`config.mk`:
```
export PLATFORM = sky130hd
export DESIGN_NAME = shreg_fifo
export DESIGN_NICKNAME = d
export VERILOG_FILES = /design/src/rtl/shreg_fifo.sv
export SDC_FILE = /design/constraint.sdc
export NUM_CORES = 1
export LEC_CHECK = 0
export ABC_CLOCK_PERIOD_IN_PS = 7900
export BUFFER_PORTS_ARGS = -buffer_cell sky130_fd_sc_hd__buf_2
export CAP_MARGIN = 25
export CORE_ASPECT_RATIO = 1.5
export CORE_MARGIN = 2
export CORE_UTILIZATION = 36
export CTS_CLUSTER_SIZE = 14
export DETAILED_ROUTE_END_ITERATION = 7
export PLACE_DENSITY = 0.52
export SYNTH_ARGS = -nofsm -noshare
export SYNTH_HDL_FRONTEND = slang
export SYNTH_SLANG_ARGS = --single-unit
```
`constraint.sdc`:
```
create_clock -name clk -period 7.9 [get_ports clk]
set_input_delay 0.79 -clock clk [delete_from_list [all_inputs] [get_ports clk]]
set_output_delay 0.79 -clock clk [all_outputs]
set_load 0.01 [all_outputs]
```
`src/rtl/shreg_fifo.sv`:
```
// Synchronous FIFO whose storage is a push-enabled shift chain read through a
// variable tap at count-1; only the occupancy counter is reset.
module shreg_fifo #(
  parameter int unsigned width = 1,
  parameter int unsigned depth = 130,
  localparam int unsigned CW = $clog2(depth + 1)
) (
  input  logic             clk,
  input  logic             rn,
  input  logic [width-1:0] i,
  input  logic             i_valid,
  output logic             i_ready,
  output logic [width-1:0] q,
  output logic             o_valid,
  input  logic             o_ready,
  output logic [CW-1:0]    count
);

  localparam int unsigned AW = (depth > 1) ? $clog2(depth) : 1;

  logic [depth-1:0][width-1:0] sr;
  logic [CW-1:0]               count_q, count_d;
  logic [AW-1:0]               tap;
  logic                        push, pop;

  // Handshakes depend only on the registered count and rn, never on the peer's request.
  assign i_ready = rn & (count_q != CW'(depth));
  assign o_valid = rn & (count_q != '0);
  assign push    = i_valid & i_ready;
  assign pop     = o_ready & o_valid;
  assign count   = count_q;

  // No reset and no enable other than push keeps the chain SRL-friendly.
  always_ff @(posedge clk) begin
    if (push) begin
      sr <= {sr[depth-2:0], i};
    end
  end

  always_comb begin
    count_d = count_q;
    if (push && !pop) begin
      count_d = count_q + CW'(1);
    end else if (pop && !push) begin
      count_d = count_q - CW'(1);
    end
  end

  always_ff @(posedge clk) begin
    if (!rn) begin
      count_q <= '0;
    end else begin
      count_q <= count_d;
    end
  end

  // Oldest word sits at count-1; when empty the tap parks on stage 0.
  always_comb begin
    tap = '0;
    if (count_q != '0) begin
      tap = AW'(count_q - CW'(1));
    end
  end

  assign q = sr[tap];

endmodule

```
==> flow_summary.json <==
{
  "grt_pass1_wl_microns": 20960,
  "tns_ns": 0,
  "gr-total-overflow": 0,
  "critical_path_arrival_ns": 3.98,
  "grt_max_degree": 74,
  "cts_buffers": 17,
  "power_uw": 3016,
  "p_leak_uw": 0.002260,
  "drive_above_1_share_pct": 21.08,
  "drc": 0,
  "portBuffers": 15,
  "async_flop_share_pct": 0,
  "cts_resized": 0,
  "vdd_drop_max_mv": 0.3281,
  "cts.sinks": 138,
  "die_h_microns": 162.3,
  "synth.avg_cell_area_sq_um": 15.00,
  "r2r_slack_ns": 4.24,
  "rsz0062_at_grt": "false",
  "slowest_delay_ns": 0.72,
  "postCtsSetupRepairBufs": 0,
  "critPathKind": "reg2out",
  "clockBufferDepth": 2,
  "globalplace.congestion": 0.7882,
  "finalCritPeriodShare_pct": 60.42,
  "drv_slew": 0,
  "initial_utilization_pct": 37.00,
  "finalNetCount": 424,
  "status": "completed",
  "ys_warn_count": 0,
  "num_antenna_cells": 0,
  "slew_headroom_pct": 40.37,
  "vias_per_cell": 5.689,
  "wl_per_cell_microns": 20.94,
  "tightestPinTransition_ns": 0.8944,
  "clkSlewWorstSetupHoldPaths_ns": 0.06,
  "drv_cap": 0,
  "ys_ff_latch": 138,
  "ant_nets": 0,
  "hold_violations": 0,
  "ioPinCount": 16,
  "antenna_found_initial": 0,
  "hold_buffers": 0,
  "h-tree-depth": 4,
  "drt-initial-drc-count": 485,
  "vias": 3601,
  "grt_pass1_vias": 3693,
  "postRouteWirelength_microns": 13250,
  "root_buffer": "clkbuf_16",
  "dieArea_sq_um": 17780,
  "syn_inst": 401,
  "tritoncts": "built",
  "grt_use_total_pct": 15.97,
  "crit_fanout": 19,
  "synth_area_sq_um": 6016,
  "worst_path_max_delay_cell": "xnor2_1",
  "synth-edff-count": 130,
  "synth_cell_types": 66,
  "startpoint_type": "flop",
  "clock_latency_ns": 0.42,
  "dp_hpwl_microns": 8342,
  "worstPathRequired_ns": 7.11,
  "fmax_mhz": 209.5,
  "hp-class": "reg2reg",
  "drt_pass1_iterations": 5,
  "syn_nets": 411,
  "fillers": 1451,
  "fin_crit_ns": 4.773,
  "seq_area_frac_synth_pct": 67.55,
  "fp-row-count": 57,
  "crit_chain": "clkinv_1, ha_1, nor3b_1, xnor2_1, nor2_2, a311oi_2, a211oi_1, a2111oi_2, o211ai_1, buf_2",
  "core_area_sq_um": 16260,
  "synth_ff_type": "edfxtp_1",
  "end_kind": "output port",
  "finalSetupViolations": 0,
  "area_growth_pct": 14.73,
  "die_w_microns": 109.5,
  "fin_worst_skew_ns": 0.009416,
  "power.density_nw_per_um2": 437.0
}
-- worst paths after layout --
kind | start | end | cells after the start
max | count[0]$_SDFFE_PN0P_ | q | 10
min reg2reg | sr[7]$_DFFE_PP_ | sr[8]$_DFFE_PP_ | 0
max reg2reg | count[0]$_SDFFE_PN0P_ | count[6]$_SDFFE_PN0P_ | 9
min | sr[7]$_DFFE_PP_ | sr[8]$_DFFE_PP_ | 0
-- flip-flops by register name (all words and copies together) (netlist names) --
| register | cells |
|---|---|
| count | 8 |
| sr | 130 |
-- per-layer routing --
metal	track usage (%)	part of all wire [%]
met1	19.75	42
met2	26.88	52
met3	3.692	4.0
met4	6.099	2.2
met5	0	0
-- worst max-delay path: cells and delay by family (launching register included) --
family	cells	cell delay, ns
AOI/OAI and AO/OA	4	0.90
xor gates and xnor gates	1	0.72
adders and majority gates	1	0.58
buffers and inverters	2	0.63
DFF	1	0.32
and+or+nand+nor	2	0.41
-- layout by cell type, fill, tap and decap left out, types with 5 or more instances in the layout --
cell	synthesis	routed
a211oi_1	8	8
a21oi_1	21	21
a311oi_1	5	5
a31oi_1	6	6
buf_2	8	15
clkbuf_16	0	17
dfxtp_1	8	7
edfxtp_1	130	130
ha_1	5	5
inv_1	5	5
mux2_2	6	6
mux2i_1	8	8
mux4_2	15	15
nand2_1	28	28
nand4_1	5	5
nor2_1	22	22
nor3_1	7	7
o21ai_0	16	16
o22ai_1	8	8
or3_1	5	5
-- power by group --
| part | switching (uW) | total (uW) | internal [uW] | leakage, uW |
|---|---|---|---|---|
| clock | 314 | 841 | 528 | 0.000291 |
| sequential | 68.4 | 917 | 849 | 0.00129 |
| combinational | 774 | 1260 | 483 | 0.000683 |
| total | 1160 | 3020 | 1860 | 0.00226 |
-- cell families (layout without fill, tap and decap cells) --
family          Yosys count  after routing  synth area share (%)
flops                   138            138                 67.55
compound gates          100            100                 11.86
simple gates             91             91                 7.925
buf+inv                  31             57                 2.413
mux                      29             29                 8.070
xor+xnor                  7              7                 1.144
fa+ha+maj                 5              5                 1.040
-- area by class of cell --
class | count | area [sq um] | area share, %
Timing Repair Buffer | 19 | 105.1 | 1.523
Multi-Input combinational cell | 232 | 1828 | 26.49
Tap cell | 206 | 257.7 | 3.735
Clock buffer | 17 | 425.4 | 6.164
Sequential cell | 138 | 4065 | 58.90
Inverter | 6 | 22.52 | 0.3263
Clock inverter | 15 | 197.7 | 2.864
-- stage by stage --
step / utilization (%) / hold slack [ns] / std cells / instance area, sq um / setup slack, ns
2_1_floorplan: - / 0.4174 / 401 / 6016 / 1.608
3_3_place_gp: 38.61 / 0.4263 / 601 / 6279 / 3.561
3_5_place_dp: 38.61 / 0.4314 / 601 / 6279 / 3.492
4_1_cts: 42.44 / 0.4492 / 633 / 6902 / 3.023
5_1_grt: 42.44 / 0.4550 / 633 / 6902 / 2.772
6_report: 42.44 / 0.4437 / 633 / 6902 / 3.127
-- synthesized netlist by cell type, types with 2 or more instances --
cell,count,area share [%]
a211o_1,2,0.29
nor4_2,2,0.42
a221o_1,2,0.33
xnor2_1,4,0.58
buf_2,8,0.67
inv_1,5,0.31
mux4_2,15,5.6
nand4_1,5,0.52
nor3_1,7,0.58
a21oi_1,21,1.7
nand2_1,28,1.7
or3_1,5,0.52
edfxtp_1,130,65
o21ai_0,16,1.3
ha_1,5,1.0
a2111oi_0,2,0.29
o211ai_1,4,0.50
and2_1,2,0.21
xor2_1,2,0.29
o22a_1,2,0.29
o22ai_1,8,0.83
o221a_2,3,0.56
buf_6,2,0.37
nor4_1,2,0.21
dfxtp_1,8,2.7
nand3_1,4,0.33
o31ai_1,4,0.50
a311oi_1,5,0.73
a211oi_1,8,1.0
nand2b_1,2,0.21
a31oi_1,6,0.62
mux2i_1,8,1.3
clkbuf_1,13,0.81
mux2_2,6,1.1
nor2_1,22,1.4
a22oi_1,2,0.25
a21o_1,2,0.25
Note: power is estimated with default switching activity, not from simulation.
